**config.mk**
```make
export PLATFORM = sky130hd
export DESIGN_NAME = reorder_buffer
export DESIGN_NICKNAME = d
export VERILOG_FILES = /design/src/rtl/reorder_buffer.sv
export SDC_FILE = /design/constraint.sdc
export NUM_CORES = 1
export LEC_CHECK = 0
export BUFFER_PORTS_ARGS = -buffer_cell sky130_fd_sc_hd__buf_2
export CAP_MARGIN = 10
export CELL_PAD_IN_SITES_DETAIL_PLACEMENT = 0
export CELL_PAD_IN_SITES_GLOBAL_PLACEMENT = 2
export CORE_ASPECT_RATIO = 1.25
export CORE_UTILIZATION = 48
export DETAILED_ROUTE_END_ITERATION = 16
export PLACE_DENSITY_LB_ADDON = 0.1
export SLEW_MARGIN = 0
export SYNTH_ARGS = -nofsm -noshare
export SYNTH_HDL_FRONTEND = slang
export SYNTH_SLANG_ARGS = --single-unit
```
**constraint.sdc**
```tcl
create_clock -name clk -period 4.6 [get_ports clk]
set_input_delay 0.92 -clock clk [delete_from_list [all_inputs] [get_ports clk]]
set_output_delay 0.92 -clock clk [all_outputs]
set_load 0.03 [all_outputs]
```
**src/rtl/reorder_buffer.sv**
```systemverilog
// rtl/reorder_buffer.sv - 16-entry circular reorder buffer: tag allocation, CDB capture, in-order commit
module reorder_buffer #(
    parameter int          DEPTH       = 16,
    parameter int          DATA_W      = 32,
    parameter logic [5:0]  INVALID_TAG = 6'b010000
) (
    input  logic              clk,
    input  logic              rst,
    input  logic              flush,
    input  logic              allocValid,
    input  logic [4:0]        allocDestReg,
    output logic              allocReady,
    output logic [5:0]        allocTag,
    input  logic              cdbValid,
    input  logic [5:0]        cdbTag,
    input  logic [DATA_W-1:0] cdbData,
    input  logic [5:0]        readTag,
    output logic              readReady,
    output logic [DATA_W-1:0] readData,
    output logic              commitValid,
    output logic [4:0]        commitReg,
    output logic [5:0]        commitTag,
    output logic [DATA_W-1:0] commitData,
    output logic [4:0]        count
);

    logic [DEPTH-1:0]  busy_q;
    logic [DEPTH-1:0]  done_q;
    logic [4:0]        dest_q [DEPTH];
    logic [DATA_W-1:0] data_q [DEPTH];
    logic [3:0]        head_q;
    logic [3:0]        tail_q;
    logic [4:0]        count_q;
    logic [4:0]        count_d;

    logic              commit_valid_q;
    logic [4:0]        commit_reg_q;
    logic [5:0]        commit_tag_q;
    logic [DATA_W-1:0] commit_data_q;

    logic              alloc_fire;
    logic              commit_fire;
    logic              cdb_hit;
    logic [3:0]        cdb_idx;
    logic [3:0]        read_idx;

    assign cdb_idx  = cdbTag[3:0];
    assign read_idx = readTag[3:0];

    // Tags 16..63 alias onto low entries by index, so the upper bits must gate every lookup.
    assign allocReady  = (count_q != 5'd16);
    assign allocTag    = allocReady ? {2'b00, tail_q} : INVALID_TAG;
    assign readReady   = (readTag[5:4] == 2'b00) && busy_q[read_idx] && done_q[read_idx];
    assign readData    = readReady ? data_q[read_idx] : '0;

    assign alloc_fire  = allocValid && allocReady;
    assign commit_fire = busy_q[head_q] && done_q[head_q];
    assign cdb_hit     = cdbValid && (cdbTag[5:4] == 2'b00) && busy_q[cdb_idx];
    assign count_d     = count_q + {4'd0, alloc_fire} - {4'd0, commit_fire};

    assign commitValid = commit_valid_q;
    assign commitReg   = commit_reg_q;
    assign commitTag   = commit_tag_q;
    assign commitData  = commit_data_q;
    assign count       = count_q;

    always_ff @(posedge clk) begin
        if (rst) begin
            busy_q         <= '0;
            done_q         <= '0;
            head_q         <= '0;
            tail_q         <= '0;
            count_q        <= '0;
            commit_valid_q <= 1'b0;
            commit_reg_q   <= '0;
            commit_tag_q   <= INVALID_TAG;
            commit_data_q  <= '0;
        end else if (flush) begin
            busy_q         <= '0;
            done_q         <= '0;
            head_q         <= '0;
            tail_q         <= '0;
            count_q        <= '0;
            commit_valid_q <= 1'b0;
        end else begin
            commit_valid_q <= commit_fire;
            if (cdb_hit) begin
                done_q[cdb_idx] <= 1'b1;
                data_q[cdb_idx] <= cdbData;
            end
            // Commit reads pre-edge state, so a CDB write this edge only shows up next edge.
            if (commit_fire) begin
                commit_reg_q   <= dest_q[head_q];
                commit_tag_q   <= {2'b00, head_q};
                commit_data_q  <= data_q[head_q];
                busy_q[head_q] <= 1'b0;
                done_q[head_q] <= 1'b0;
                head_q         <= head_q + 4'd1;
            end
            if (alloc_fire) begin
                busy_q[tail_q] <= 1'b1;
                done_q[tail_q] <= 1'b0;
                dest_q[tail_q] <= allocDestReg;
                tail_q         <= tail_q + 4'd1;
            end
            count_q <= count_d;
        end
    end

endmodule
```
==> flow_metrics.py, run 1 <==
metrics = {
    "global_routing": {
        "gr-total-overflow": 0,
        "grt_first_pass_wirelength_mm": 121.3,
        "grt_max_degree": 129,
        "antenna_found_initial": 8,
        "grt_pass1_vias": 17960,
        "track_usage": 0.2644,
    },
    "sta": {
        "skew_ps": 20.58,
        "fin_crit_sh": 0.9260,
        "setup_violations": 0,
        "layout_min_cycle_time_ps": 4260,
        "holdWs_ps": 470.9,
        "fmax_mhz": 234.8,
        "hold_violations": 0,
        "setup_tns_ps": 0,
        "worst_pin_slew_ps": 1246,
        "slew_headroom": 0.1696,
        "drv_slew": 0,
        "rsz0062_at_grt": "false",
    },
    "detailed_routing": {
        "drt-pass1-iter-count": 5,
        "wirelength_mm": 82.81,
        "vias_per_cell": 6.438,
        "wl_per_cell_um": 30.81,
        "drt_iter0_markers": 1656,
        "drc": 0,
        "ant_nets": 0,
        "vias": 17310,
    },
    "clocking": {
        "ctsResizeCount": 0,
        "htreeDepth": 3,
        "clockBufferDepth": 3,
        "cts_root_buf": "clkbuf_16",
        "cts.sinks": 680,
        "cts-buffers-inserted": 70,
        "clk_latency_ps": 610,
        "postCtsSetupBuffers": 0,
        "cts_tree": "built",
        "postCtsHoldBufs": 0,
        "path_clk_slew_ps": 60,
    },
    "pwr": {
        "powerDensity_nw_per_um2": 375.3,
        "p_leak_nw": 10.99,
        "p_total_w": 0.01312,
        "ir_worst_vdd_v": 0.0002592,
    },
    "logic_synthesis": {
        "synth_edf_count": 592,
        "yosysSeqAreaShare": 0.6397,
        "ys_async_sr_fraction": 0,
        "syn_inst": 1653,
        "synth_area_um2": 30540,
        "synth.distinct_cells": 56,
        "yosys_most_used_dff": "edfxtp_1",
        "ys_ff_latch": 680,
        "syn_avg_cell_area_um2": 18.48,
        "synth_warnings": 0,
    },
    "floorplanning": {
        "core_area_um2": 63020,
        "die_h_um": 284.0,
        "die_w_um": 227.6,
        "start_util": 0.4846,
        "row_count": 103,
        "dieArea_um2": 64650,
        "ios": 143,
    },
    "critical_path": {
        "cp_max_fo": 33,
        "cp-start-kind": "primary input",
        "r2r_slack_ps": 1060,
        "worstRegToRegCells": 14,
        "end_kind": "output port",
        "worst_ep_arrival_time_ps": 3340,
        "endpoint": "readData[14]",
        "r2r_start": "head_q[2]$_SDFFE_PP0N_",
        "timing.critical_path.from": "readTag[0]",
        "r2r_end": "count[4]$_SDFF_PP0_",
        "cp.required_ps": 3680,
        "worstSetupPathType": "primary input to output port",
    },
    "layout": {
        "nFillCells": 4774,
        "regArea_um2": 19550,
        "syn_to_final_growth_pct": 14.49,
        "multiInputGateArea_um2": 10480,
        "drive_gt1_frac": 0.3593,
        "final_nets": 1858,
        "mostFrequentLayoutCells": "592 x edfxtp_1, 321 x mux4_2, 138 x buf_2",
        "layout.cells.most_common": "edfxtp_1",
    },
    "run_status": {
        "outcome": "finished clean",
    },
    "placed_design": {
        "io_buffers": 140,
        "hpwlAfterDp_mm": 47.08,
        "gp_congestion": 0.7961,
    },
    "hold_path": {
        "hold_path.class": "flop to flop",
    },
    "job": {
        "cap_violations": 0,
    },
}
==> layer usage <==
metal	vias up	global-route usage	routed length (um)
li1	7250	-	-
met1	9183	0.3614	32890
met2	720	0.4339	41720
met3	145	0.04090	5910
met4	8	0.08792	2243
met5	-	0	42
==> through the flow <==
| step | utilization | std cells | area (um^2) | setup slack, ps |
|---|---|---|---|---|
| after detailed placement | 0.5159 | 2557 | 32510 | 308.7 |
| after CTS | 0.5547 | 2685 | 34960 | 302.3 |
| after global placement | 0.5159 | 2557 | 32510 | 347.3 |
| final | 0.5549 | 2688 | 34970 | 340.4 |
| after global routing | 0.5548 | 2687 | 34960 | 234.5 |
| after floorplan | - | 1654 | 30550 | 670.0 |
==> how the worst min path moves through the flow <==
stage / depth (start not counted) / end / slack (ps) / from
2_1_floorplan: 2 / busy_q[11]$_SDFF_PP0_ / 450 / busy_q[11]$_SDFF_PP0_
3_3_place_gp: 2 / commitTag[4]$_SDFFE_PP1P_ / 460 / commitTag[4]$_SDFFE_PP1P_
3_5_place_dp: 2 / commitTag[4]$_SDFFE_PP1P_ / 460 / commitTag[4]$_SDFFE_PP1P_
4_1_cts: 2 / commitData[22]$_SDFFE_PP0P_ / 470 / commitData[22]$_SDFFE_PP0P_
5_1_grt: 2 / commitTag[4]$_SDFFE_PP1P_ / 490 / commitTag[4]$_SDFFE_PP1P_
6_report: 2 / commitData[19]$_SDFFE_PP0P_ / 470 / commitData[19]$_SDFFE_PP0P_
==> report_power, final <==
group	total (W)	internal (W)	switching, W
registers	0.00670	0.00670	0.00000311
logic	0.000448	0.000190	0.000257
clock network	0.00598	0.00361	0.00237
total	0.0131	0.0105	0.00263
==> cell type report <==
type | instances | area share
inverters | 29 | 0.003113
repair buffers | 193 | 0.03793
flip-flops and latches | 680 | 0.5590
multi-input cells | 815 | 0.2997
diodes | 3 | 0.0002147
well taps | 840 | 0.03006
clock inverters | 36 | 0.01342
clock buffers | 92 | 0.05654
==> kinds of logic (layout without fill, tap and decap cells) <==
kind of cell / Yosys count / in the layout / share of synthesized area
multiplexers: 322 / 322 / 0.2371
buffers and inverters: 159 / 350 / 0.02274
flip-flops: 680 / 680 / 0.6397
XOR/XNOR: 5 / 5 / 0.001434
AO/OA/AOI/OAI: 240 / 240 / 0.05268
other: 1 / 5 / 0.0001228
adder cells (fa/ha/maj): 15 / 15 / 0.006391
AND/OR/NAND/NOR: 231 / 231 / 0.03982
==> flip-flops by register name, indices dropped and copies added (netlist names), 4 cells and up <==
name	cells
commitReg	5
head_q	4
tail_q	4
dest_q	80
busy_q	16
commitTag	5
commitData	32
data_q	512
done_q	16
count	5
==> synth_stat cells (5+ instances only) <==
| cell | count | area [um^2] |
|---|---|---|
| and2_1 | 13 | 81.33 |
| a22o_1 | 37 | 324.1 |
| buf_1 | 7 | 26.28 |
| nand2b_1 | 5 | 31.28 |
| nor3_1 | 11 | 55.05 |
| or3_1 | 41 | 256.5 |
| o221ai_1 | 6 | 52.55 |
| a21oi_1 | 64 | 320.3 |
| mux4_2 | 321 | 7229 |
| buf_4 | 9 | 67.56 |
| nor2_1 | 61 | 229.0 |
| nand3_1 | 11 | 55.05 |
| inv_1 | 26 | 97.59 |
| nor2b_1 | 36 | 225.2 |
| or2_2 | 7 | 43.79 |
| ha_1 | 14 | 175.2 |
| edfxtp_1 | 592 | 17780 |
| a221oi_1 | 37 | 324.1 |
| clkbuf_1 | 78 | 292.8 |
| dfxtp_1 | 88 | 1762 |
| a31oi_1 | 11 | 68.82 |
| o21ai_0 | 52 | 260.3 |
| nand2_1 | 27 | 101.4 |
| nand4_1 | 8 | 50.05 |
| o22ai_1 | 6 | 37.54 |
| buf_2 | 33 | 165.2 |
==> worst max-delay path, cell delays in order <==
cell,delay (ps)
clkbuf_8,220
mux4_2,530
mux4_2,480
or3_4,620
nor2b_1,280
buf_2,240
Power figures use the tool's default switching activity.
==> run 2, diff against run 1 <==
- ABC_AREA: not set -> 1
- CORE_UTILIZATION: 48 -> 39
==> run 2 against run 1 <==
Register-to-register slack better by 210 ps. Fmax grew 4.7%. Non-clock buffer count up 23. Core utilization shrank 11 points. Critical path type unchanged. Critical path depth increased by 4. Design area rose by 9.9%. Largest power group unchanged. Largest cell class unchanged. Critical endpoint is now readData[13].
==> flow_metrics.py, run 2 <==
metrics = {
    "logic_synthesis": {
        "synth.distinct_cells": 29,
        "ys_ff_latch": 680,
        "synthTopCellsByArea": "edfxtp_1 52%, nand2_1 10%, o21ai_0 6.7%",
        "synth_area_um2": 34070,
        "synthDominantCellAreaShare": 0.5218,
        "synth_edf_count": 592,
        "synth_warnings": 0,
        "yosysMostFrequentCell": "nand2_1",
        "yosysSeqAreaShare": 0.5735,
        "syn_avg_cell_area_um2": 8.695,
        "yosys.area.top_type": "edfxtp_1",
        "synth_top_cells_by_count": "905 x nand2_1, 592 x edfxtp_1, 455 x o21ai_0",
        "syn_inst": 3918,
        "ys_async_sr_fraction": 0,
        "yosys_most_used_dff": "edfxtp_1",
    },
    "critical_path": {
        "cp_max_fo": 74,
        "end_kind": "output port",
        "cp.required_ps": 3680,
        "worstSetupPathType": "primary input to output port",
        "r2r_slack_ps": 1270,
        "slowest_delay_ps": 480,
        "crit_slowest_cell": "a21oi_1",
        "cp-start-kind": "primary input",
        "worst_ep_arrival_time_ps": 3150,
        "crit_path_cell_trace": "buf_8 > inv_8 > a21oi_1 > o21ai_0 > nand3_1 > nand3_1 > nand3_2 > buf_4 > a21oi_1 > buf_2",
    },
    "sta": {
        "layout_min_cycle_time_ps": 4068,
        "setup_violations": 0,
        "rsz0062_at_grt": "false",
        "setup_tns_ps": 0,
        "worst_pin_slew_ps": 1135,
        "holdWs_ps": 447.1,
        "fin_crit_sh": 0.8843,
        "fmax_mhz": 245.8,
        "hold_violations": 0,
        "setup_slack_ps": 532.1,
        "drv_slew": 0,
        "slew_headroom": 0.2434,
        "skew_ps": 17.70,
    },
    "layout": {
        "layout.cells.most_common": "nand2_1",
        "stdcell_count": 5171,
        "largest_reg_flops": 512,
        "final_nets": 4017,
        "drive_gt1_frac": 0.09299,
        "mostFrequentLayoutCells": "905 x nand2_1, 592 x edfxtp_1, 455 x o21ai_0",
        "largest_register": "data_q",
        "syn_to_final_growth_pct": 12.78,
        "post-route-cell-area_um2": 38420,
    },
    "placed_design": {
        "gp_congestion": 0.7851,
        "io_buffers": 140,
        "placed_area_um2": 36010,
        "dp_slack_ps": 536.7,
        "dp.cells": 5029,
        "hpwlAfterDp_mm": 63.70,
    },
    "detailed_routing": {
        "drt-pass1-iter-count": 5,
        "wirelength_mm": 114.9,
        "drt_iter0_markers": 1933,
        "wl_per_cell_um": 22.22,
        "drc": 0,
        "ant_nets": 0,
        "vias": 26880,
        "vias_per_cell": 5.197,
    },
    "floorplanning": {
        "die_h_um": 332.4,
        "dieArea_um2": 88540,
        "start_util": 0.3960,
        "core_area_um2": 86030,
        "row_count": 120,
        "ios": 143,
        "die_w_um": 266.3,
    },
    "hold_path": {
        "hold_path.class": "flop to flop",
    },
    "pwr": {
        "powerDensity_nw_per_um2": 348.7,
        "p_leak_nw": 14.76,
        "ir_worst_vdd_v": 0.0002978,
    },
    "run_status": {
        "outcome": "finished clean",
    },
    "clocking": {
        "postCtsSetupBuffers": 0,
        "postCtsHoldBufs": 0,
        "path_clk_slew_ps": 60,
        "cts_tree": "built",
        "cts-buffers-inserted": 76,
        "clockBufferDepth": 3,
        "clk_latency_ps": 660,
        "ctsResizeCount": 0,
        "htreeDepth": 3,
        "cts_root_buf": "clkbuf_16",
        "cts.sinks": 680,
    },
    "global_routing": {
        "grt_first_pass_wirelength_mm": 170.6,
        "grt_max_degree": 245,
        "antenna_found_initial": 5,
        "grt_pass1_vias": 26580,
        "gr-total-overflow": 0,
        "track_usage": 0.2599,
    },
    "job": {
        "cap_violations": 0,
    },
}
==> run 2: area by class of cell <==
class / count / area (um^2)
multi-input combinational: 2525 / 11690
antenna: 1 / 2.502
fill: 8585 / 47610
clock buffer: 101 / 2067
inverter: 449 / 1697
clock inverter: 40 / 339.1
sequential: 680 / 19550
timing repair buffer: 216 / 1628
tap: 1159 / 1450
==> run 2: power by group <==
part | internal [W] | leakage, nW | switching (W)
Combinational | 0.000166 | 7.55 | 0.000510
Clock | 0.00337 | 1.19 | 0.00265
Sequential | 0.00670 | 6.03 | 0.00000354
==> run 2: path summary, 6_finish.rpt <==
path	startpoint	to	cells past startpoint
setup / recovery	readTag[0]	readData[13]	10
hold / removal	commitTag[4]$_SDFFE_PP1P_	commitTag[4]$_SDFFE_PP1P_	2
setup reg to reg	head_q[1]$_SDFFE_PP0N_	count[4]$_SDFF_PP0_	16
hold reg to reg	commitTag[4]$_SDFFE_PP1P_	commitTag[4]$_SDFFE_PP1P_	2
==> run 2: cell families after synthesis <==
kind of cell               count (synthesis)  synth area share
adders and majority gates                 15          0.005730
xor gates and xnor gates                   3         0.0007714
other                                      1         0.0001101
and+or+nand+nor                         1459            0.1688
DFF                                      680            0.5735
AOI/OAI and AO/OA                       1046            0.1631
buffers and inverters                    714           0.08793
==> run 2: routing by layer <==
layer,track usage,vias to the layer above,share of wire,routed length (um)
met5,0.001103,-,0.00027,31
met1,0.3299,12860,0.43,49040
met2,0.4535,670,0.50,57300
met4,0.09195,6,0.031,3551
li1,-,13190,-,-
met3,0.03043,151,0.043,4955
==> run 2: worst max-delay path, delay by kind of cell <==
| family | cells | cell delay, ps |
|---|---|---|
| buffers and inverters | 4 | 1150 |
| AOI/OAI and AO/OA | 3 | 760 |
| and+or+nand+nor | 3 | 270 |
==> run 2: metrics by stage <==
| step | power (W) | utilization |
|---|---|---|
| floorplan | 0.007210 | - |
| global placement | 0.007511 | 0.4186 |
| detailed placement | 0.007513 | 0.4186 |
| CTS | 0.01354 | 0.4466 |
| global route | 0.01381 | 0.4466 |
| finish | 0.01340 | 0.4466 |
